===== src/rtl/fewcore_mem_pkg.sv =====
// Shared opcode/funct3 constants and FSM state type for the fewcore memory stage.
// Also provides the funct3 legality check used when an op is accepted.
package fewcore_mem_pkg;

    localparam logic [6:0] OPC_LOAD  = 7'b0000011;
    localparam logic [6:0] OPC_STORE = 7'b0100011;

    localparam logic [2:0] F3_B  = 3'b000;
    localparam logic [2:0] F3_H  = 3'b001;
    localparam logic [2:0] F3_W  = 3'b010;
    localparam logic [2:0] F3_BU = 3'b100;
    localparam logic [2:0] F3_HU = 3'b101;

    typedef enum logic [1:0] {
        IDLE,
        REQ,
        WAIT
    } mem_state_e;

    // Unsigned variants only exist for loads.
    function automatic logic f3_legal(input logic is_store, input logic [2:0] f3);
        logic ok;
        case (f3)
            F3_B, F3_H, F3_W: ok = 1'b1;
            F3_BU, F3_HU:     ok = !is_store;
            default:          ok = 1'b0;
        endcase
        return ok;
    endfunction

endpackage


===== src/rtl/mem_lane_format.sv =====
// Combinational byte-lane steering: store byte enables/replicated data, load data
// packed toward the MSB end, and the misalignment flag for the access size.
module mem_lane_format
    import fewcore_mem_pkg::*;
(
    input  logic [2:0]  i_funct3,
    input  logic [1:0]  i_addr_lo,
    input  logic [31:0] i_store_data,
    input  logic [31:0] i_mem_rdata,
    output logic [3:0]  o_be,
    output logic [31:0] o_wdata,
    output logic [31:0] o_load_data,
    output logic        o_misaligned
);

    logic [31:0] w_shifted;

    assign w_shifted = i_mem_rdata >> {i_addr_lo, 3'b000};

    always_comb begin
        o_be         = 4'h0;
        o_wdata      = i_store_data;
        o_load_data  = i_mem_rdata;
        o_misaligned = 1'b0;
        case (i_funct3)
            F3_B, F3_BU: begin
                o_be        = 4'b0001 << i_addr_lo;
                o_wdata     = {4{i_store_data[7:0]}};
                o_load_data = {w_shifted[7:0], 24'h0};
            end
            F3_H, F3_HU: begin
                o_be         = 4'b0011 << i_addr_lo;
                o_wdata      = {2{i_store_data[15:0]}};
                o_load_data  = {w_shifted[15:0], 16'h0};
                o_misaligned = i_addr_lo[0];
            end
            F3_W: begin
                o_be         = 4'hF;
                o_misaligned = |i_addr_lo;
            end
            default: o_misaligned = 1'b0;
        endcase
    end

endmodule


===== src/rtl/mem_access.sv =====
// fewcore data-memory access stage: runs loads/stores on a req/gnt/rvalid bus.
// Define MEM_TIMEOUT_EN to enable the bus watchdog (TIMEOUT_CYCLES).
module mem_access
    import fewcore_mem_pkg::*;
#(
    parameter int unsigned XLEN           = 32,
    parameter int unsigned TIMEOUT_CYCLES = 64
) (
    input  logic            clk,
    input  logic            reset,
    input  logic            op_valid,
    input  logic [11:0]     operation,
    input  logic [XLEN-1:0] addr,
    input  logic [XLEN-1:0] store_data,
    input  logic [4:0]      rd_in,
    output logic [XLEN-1:0] memData,
    output logic [4:0]      wb_rd,
    output logic            done,
    output logic            busy,
    output logic            access_err,
    output logic            mem_req,
    output logic            mem_we,
    output logic [XLEN-1:0] mem_addr,
    output logic [3:0]      mem_be,
    output logic [XLEN-1:0] mem_wdata,
    input  logic            mem_gnt,
    input  logic            mem_rvalid,
    input  logic [XLEN-1:0] mem_rdata
);

    mem_state_e      r_state, w_state_d;
    logic [2:0]      r_funct3;
    logic [1:0]      r_addr_lo;
    logic [4:0]      r_rd, r_wb_rd;
    logic [XLEN-1:0] r_mem_data, r_mem_addr, r_mem_wdata;
    logic [3:0]      r_mem_be;
    logic            r_mem_we, r_done, r_err;

    logic            w_is_load, w_is_store, w_is_mem, w_legal, w_misaligned;
    logic            w_accept, w_reject, w_timeout, w_abort, w_unused_op;
    logic [2:0]      w_fmt_funct3;
    logic [1:0]      w_fmt_addr_lo;
    logic [3:0]      w_be;
    logic [31:0]     w_wdata, w_load_data;

    assign w_is_load   = operation[6:0] == OPC_LOAD;
    assign w_is_store  = operation[6:0] == OPC_STORE;
    assign w_is_mem    = w_is_load || w_is_store;
    assign w_legal     = f3_legal(w_is_store, operation[9:7]);
    assign w_unused_op = ^operation[11:10];

    // Live op drives the formatter while idle; the latched op drives it for load return.
    assign w_fmt_funct3  = (r_state == IDLE) ? operation[9:7] : r_funct3;
    assign w_fmt_addr_lo = (r_state == IDLE) ? addr[1:0] : r_addr_lo;

    assign w_accept = (r_state == IDLE) && op_valid && w_is_mem && w_legal && !w_misaligned;
    assign w_reject = (r_state == IDLE) && op_valid && w_is_mem && (!w_legal || w_misaligned);

    mem_lane_format u_lane_format (
        .i_funct3     (w_fmt_funct3),
        .i_addr_lo    (w_fmt_addr_lo),
        .i_store_data (store_data),
        .i_mem_rdata  (mem_rdata),
        .o_be         (w_be),
        .o_wdata      (w_wdata),
        .o_load_data  (w_load_data),
        .o_misaligned (w_misaligned)
    );

`ifdef MEM_TIMEOUT_EN
    localparam int unsigned TmoW = (TIMEOUT_CYCLES > 1) ? $clog2(TIMEOUT_CYCLES) : 1;
    logic [TmoW-1:0] r_tmo_cnt;

    always_ff @(posedge clk) begin
        if (reset || (w_state_d != r_state)) begin
            r_tmo_cnt <= '0;
        end else if (r_state != IDLE) begin
            r_tmo_cnt <= r_tmo_cnt + TmoW'(1);
        end
    end

    assign w_timeout = (r_state != IDLE) && (r_tmo_cnt == TmoW'(TIMEOUT_CYCLES - 1));
`else
    // Watchdog compiled out; the parameter stays so instantiations need not change.
    assign w_timeout = 1'b0 && (TIMEOUT_CYCLES != 0);
`endif

    assign w_abort = w_timeout && ((r_state == REQ) ? !mem_gnt : !mem_rvalid);

    always_ff @(posedge clk) begin
        if (reset) begin
            r_state <= IDLE;
        end else begin
            r_state <= w_state_d;
        end
    end

    always_comb begin
        w_state_d = r_state;
        unique case (r_state)
            IDLE: if (w_accept) w_state_d = REQ;
            REQ: begin
                if (mem_gnt) begin
                    w_state_d = r_mem_we ? IDLE : WAIT;
                end else if (w_abort) begin
                    w_state_d = IDLE;
                end
            end
            WAIT:    if (mem_rvalid || w_abort) w_state_d = IDLE;
            default: w_state_d = IDLE;
        endcase
    end

    always_comb begin
        mem_req = 1'b0;
        busy    = 1'b0;
        case (r_state)
            REQ: begin
                mem_req = 1'b1;
                busy    = 1'b1;
            end
            WAIT:    busy = 1'b1;
            default: ;
        endcase
    end

    always_ff @(posedge clk) begin
        if (reset) begin
            r_funct3    <= '0;
            r_addr_lo   <= '0;
            r_rd        <= '0;
            r_wb_rd     <= '0;
            r_mem_data  <= '0;
            r_mem_addr  <= '0;
            r_mem_wdata <= '0;
            r_mem_be    <= '0;
            r_mem_we    <= 1'b0;
            r_done      <= 1'b0;
            r_err       <= 1'b0;
        end else begin
            r_done <= 1'b0;
            r_err  <= w_reject || w_abort;
            if (w_accept) begin
                r_mem_addr  <= {addr[XLEN-1:2], 2'b00};
                r_mem_we    <= w_is_store;
                r_mem_be    <= w_be;
                r_mem_wdata <= w_wdata;
                r_rd        <= rd_in;
                r_funct3    <= operation[9:7];
                r_addr_lo   <= addr[1:0];
            end
            if ((r_state == REQ) && mem_gnt && r_mem_we) begin
                r_done <= 1'b1;
            end
            if ((r_state == WAIT) && mem_rvalid) begin
                r_mem_data <= w_load_data;
                r_wb_rd    <= r_rd;
                r_done     <= 1'b1;
            end
        end
    end

    assign memData    = r_mem_data;
    assign wb_rd      = r_wb_rd;
    assign done       = r_done;
    assign access_err = r_err;
    assign mem_we     = r_mem_we;
    assign mem_addr   = r_mem_addr;
    assign mem_be     = r_mem_be;
    assign mem_wdata  = r_mem_wdata;

endmodule


===== config.mk =====
export PLATFORM = sky130hd
export DESIGN_NAME = mem_access
export DESIGN_NICKNAME = d
export VERILOG_FILES = /design/src/rtl/fewcore_mem_pkg.sv /design/src/rtl/mem_lane_format.sv /design/src/rtl/mem_access.sv
export SDC_FILE = /design/constraint.sdc
export NUM_CORES = 1
export LEC_CHECK = 0
export CAP_MARGIN = 20
export CORE_MARGIN = 2
export CORE_UTILIZATION = 32
export CTS_CLUSTER_SIZE = 24
export DETAILED_ROUTE_END_ITERATION = 10
export DONT_BUFFER_PORTS = 1
export GPL_TIMING_DRIVEN = 0
export PLACE_DENSITY_LB_ADDON = 0.15
export SYNTH_ARGS = -nofsm -noshare
export SYNTH_HDL_FRONTEND = slang
export SYNTH_SLANG_ARGS = --single-unit
export TNS_END_PERCENT = 20

===== constraint.sdc =====
create_clock -name clk -period 6.47 [get_ports clk]
set_input_delay 1.294 -clock clk [delete_from_list [all_inputs] [get_ports clk]]
set_output_delay 1.294 -clock clk [all_outputs]
set_load 0.1 [all_outputs]

==> results.md <==
Die:
- The number of placement rows is 46.
- The total area inside the core boundary comes to 15800 um^2.
- The area of the die is 17100 um^2.
- The die outline width is between 100 and 150 um.
- The floorplan die height is 131 um.
- The effective utilization at floorplan is 32.5%.
- The number of top-level design ports is 228.

GRT:
- The via count of the first global-routing pass is 4488.
- The initial antenna violation count came to 0.
- Summed over all layers, the global routing overflow is 0.
- The first global-routing pass estimated about 26000 um of wire.
- Entering global routing, the biggest net connects 17 pins.
- Global routing used 21.0% of the available tracks.

Timing:
- The fraction of the cycle the final worst path needs is approximately 47%.
- For the pin with the worst max-slew slack, the measured transition is 1.12 ns.
- The final hold violation count came to 0.
- The worst path setup slack after routing is ~3.4 ns.
- For the final database, setup skew stands at 0.0140 ns.
- The number of max-slew violations in the final report is 0.
- Derived from the worst setup path, the maximum achievable clock frequency is 0.328 GHz.
- Setup repair after global routing left no endpoint under its margin.
- The total negative slack for setup checks is 0 ns.
- The setup violation total in the final timing report is 0.
- The tightest slew margin relative to the limit is 25.3%.
- After layout, the minimum clock period comes to 3.05 ns.
- The final hold slack is 0.457 ns.

Yosys:
- The sequential area share after synthesis is 45.9%.
- The number of different library cells in the post-synthesis netlist is 47.
- Ranked by total cell area, the synthesized netlist is headed by sky130_fd_sc_hd__dfxtp_1, sky130_fd_sc_hd__nand2_1, sky130_fd_sc_hd__a21oi_1.
- The number of enable-type register cells in the synthesized netlist is 0.
- After synthesis the netlist holds a flip-flop and latch count of 118.
- After synthesis, the share of flip-flops with an asynchronous set or reset is 0%.
- The post-synthesis instance area is slightly above 5000 um^2.
- A synthesized cell averages between 8 and 9 um^2.
- The library cell occupying the most area in the post-synthesis netlist is sky130_fd_sc_hd__dfxtp_1.
- The most frequently used flop master after synthesis is sky130_fd_sc_hd__dfxtp_1.
- Of the post-synthesis cell area, the dominant cell type holds 45.9%.
- Synthesis produced 621 cells.
- The total number of yosys warnings is 0.

Detailed routing:
- Detailed routing inserted a total of 4753 vias.
- The final wirelength is 18500 um.
- In this run, the number of DRC markers left after iteration 0 of detailed routing was 275.
- The pre-antenna-repair detailed-routing pass consisted of 5 iterations.
- Once detail routing completed, the nets flagged for antenna violations numbered 0.
- The number of DRC violations after detailed routing is 0.
- Using the TritonRoute via totals, the vias-per-cell ratio works out to 5.46.
- Dividing the detail-routed wire length by the instance count gives 21.2 um.

Critical path:
- The setup check on the worst reg-to-reg path leaves a slack of around 3.7 ns.
- STA puts the critical path data required time at 5.18 ns.
- The worst stage delay on the critical path is 0.91 ns.
- The critical path is of the flop to output pin type.
- Traced cell by cell, the critical path runs through inv_1 -> ha_1.
- The cell type of the slowest stage on the worst timing path is sky130_fd_sc_hd__ha_1.
- The endpoint kind of the worst setup timing path is an output pin.
- The maximum fanout encountered on the critical timing path is 4.
- At the worst endpoint, the arrival time is 1.75 ns.
- The worst setup path is launched from a flop.

CTS:
- The register clock-pin slew on the reported worst setup and hold paths is 0.05 ns.
- At the later pin of the worst-skew pair, clock insertion delay measures 0.43 ns.
- The clock tree synthesis step divided the H-tree into 4 levels.
- Buffers added to address setup during post-CTS repair amount to 0.
- The clock tree from TritonCTS is yes.
- The clock tree root driver cell is sky130_fd_sc_hd__clkbuf_16.
- In this run, CTS created clock tree buffers numbering 17.
- The number of buffers on the longest clock path is 2.
- Gates resized during post-CTS repair numbered 0.
- The tree built by TritonCTS fans out to 118 sinks.
- In this run, post-CTS hold repair placed 0 buffers.

Placement:
- The post-DP HPWL is 13600 um.
- Buffers placed on the I/O ports in this run total 0.
- The number of placed instances, taps included is 839.
- The placement-stage worst setup slack is 3.17 ns.
- The congestion estimate from routability-driven global placement came to around 0.85.

Pwr:
- Power spread over the standard cell area amounts to 307 nW/um^2.
- The standby leakage power is 2.05 nW.
- The worst-case IR drop observed on VDD is between 150 and 200 uV.

Min path:
- The path category of the worst min-delay check is flop to flop.

Final layout:
- The area used by multi-input combinational logic is between 2000 and 2500 um^2.
- Excluding fillers, the count of instances in the completed layout stands at 871.
- The end-of-flow core utilization is 38.3%.
- The number of antenna diodes is 0.
- The number of inserted filler cells in the final layout is between 1.5k and 2k.
- Cells with a size suffix above 1 make up 9.16% of the layout.
- Summing all flip-flop and latch instances after layout gives 2360 um^2.
- The net count of the finished layout is 763.
- The area growth from synthesis to final layout is 17.9%.

Outcome:
- The flow ran to the end, and the final reports show no timing, DRC or antenna violations.

Flow run:
- Max-cap violations in this run came to 0.
-- routing by layer --
layer / share of wire [%] / vias up / global-route usage [%]
met1: 42 / 2275 / 26.5
met2: 47 / 217 / 32.8
met3: 9.4 / 23 / 7.57
met4: 1.6 / 0 / 8.01
met5: 0 / - / 0
li1: - / 2238 / -
-- worst paths after layout --
| path | start | endpoint | cells after the start |
|---|---|---|---|
| hold / removal | r_rd[2] | r_rd[2] | 2 |
| hold reg to reg | r_rd[2] | r_rd[2] | 2 |
| setup reg to reg | r_state[0] | mem_wdata[31] | 8 |
| setup / recovery | r_state[1] | mem_req | 2 |
-- per-stage QoR --
| step | power (W) | instance area [um^2] |
|---|---|---|
| 3_5_place_dp | 0.000845 | 5430 |
| 3_3_place_gp | 0.000843 | 5420 |
| 4_1_cts | 0.00188 | 6070 |
| 6_report | 0.00186 | 6070 |
| 2_1_floorplan | 0.000821 | 5150 |
| 5_1_grt | 0.00192 | 6070 |
-- final cells by class --
type	count	share of cell area, %
multi-input cells	441	41.1
flip-flops and latches	118	38.9
clock buffers	24	8.27
well taps	216	4.45
plain buffers	55	4.29
clock inverters	8	2.35
inverters	8	0.495
repair buffers	1	0.0825
-- state kept, by name (all words and copies together) (netlist names) --
| register | flops |
|---|---|
| r_state | 2 |
| wb_rd | 5 |
| mem_we | 1 |
| mem_be | 4 |
| mem_addr | 30 |
| access_err | 1 |
| r_rd | 5 |
| mem_wdata | 32 |
| r_addr_lo | 2 |
| memData | 32 |
| done | 1 |
| r_funct3 | 3 |
-- kinds of logic (layout without fill, tap and decap cells) --
logic type | count (synthesis) | after routing | share of synthesized area (%)
compound gates | 153 | 153 | 19.8
simple gates | 240 | 240 | 19.0
buf+inv | 63 | 96 | 5.64
fa+ha+maj | 3 | 3 | 0.729
mux | 43 | 43 | 8.80
flops | 118 | 118 | 45.9
other cells | 1 | 2 | 0.0729
-- worst max-delay path, delay by kind of cell (launching register included) --
family	cells	cell delay, ns
flip-flops	1	0.31
adder cells (fa/ha/maj)	1	0.91
buffers and inverters	1	0.10
-- placed cells by master, fill, tap and decap left out, types with 6 or more instances in the layout --
cell / count
sky130_fd_sc_hd__nand2_1: 150
sky130_fd_sc_hd__dfxtp_1: 118
sky130_fd_sc_hd__a21oi_1: 74
sky130_fd_sc_hd__nor2_1: 50
sky130_fd_sc_hd__mux2i_1: 34
sky130_fd_sc_hd__clkbuf_1: 30
sky130_fd_sc_hd__a211oi_1: 28
sky130_fd_sc_hd__nand3_1: 18
sky130_fd_sc_hd__buf_2: 17
sky130_fd_sc_hd__clkbuf_16: 17
sky130_fd_sc_hd__a221oi_1: 16
sky130_fd_sc_hd__nor3_1: 11
sky130_fd_sc_hd__buf_4: 9
sky130_fd_sc_hd__a311oi_1: 9
sky130_fd_sc_hd__a222oi_1: 8
sky130_fd_sc_hd__inv_1: 7
sky130_fd_sc_hd__mux2_1: 6
-- power by group --
group | internal [W] | leakage [nW] | switching, W | total [W]
combinational | 0.0000293 | 0.782 | 0.0000614 | 0.0000907
sequential | 0.000728 | 0.950 | 0.0000103 | 0.000739
clock | 0.000694 | 0.316 | 0.000340 | 0.00103
-- Yosys cell counts (all sizes together) (2+ instances only) --
cell type and count:
a211oi 28, a21oi 74, a221oi 16, a222oi 8, a311oi 9, and2 2
buf 27, clkbuf 28, dfxtp 118, ha 3, inv 7, mux2 8
mux2i 35, nand2 150, nand3 18, nor2 50, nor3 11, nor3b 2
o21ai 5
(Power assumes the default switching activity.)
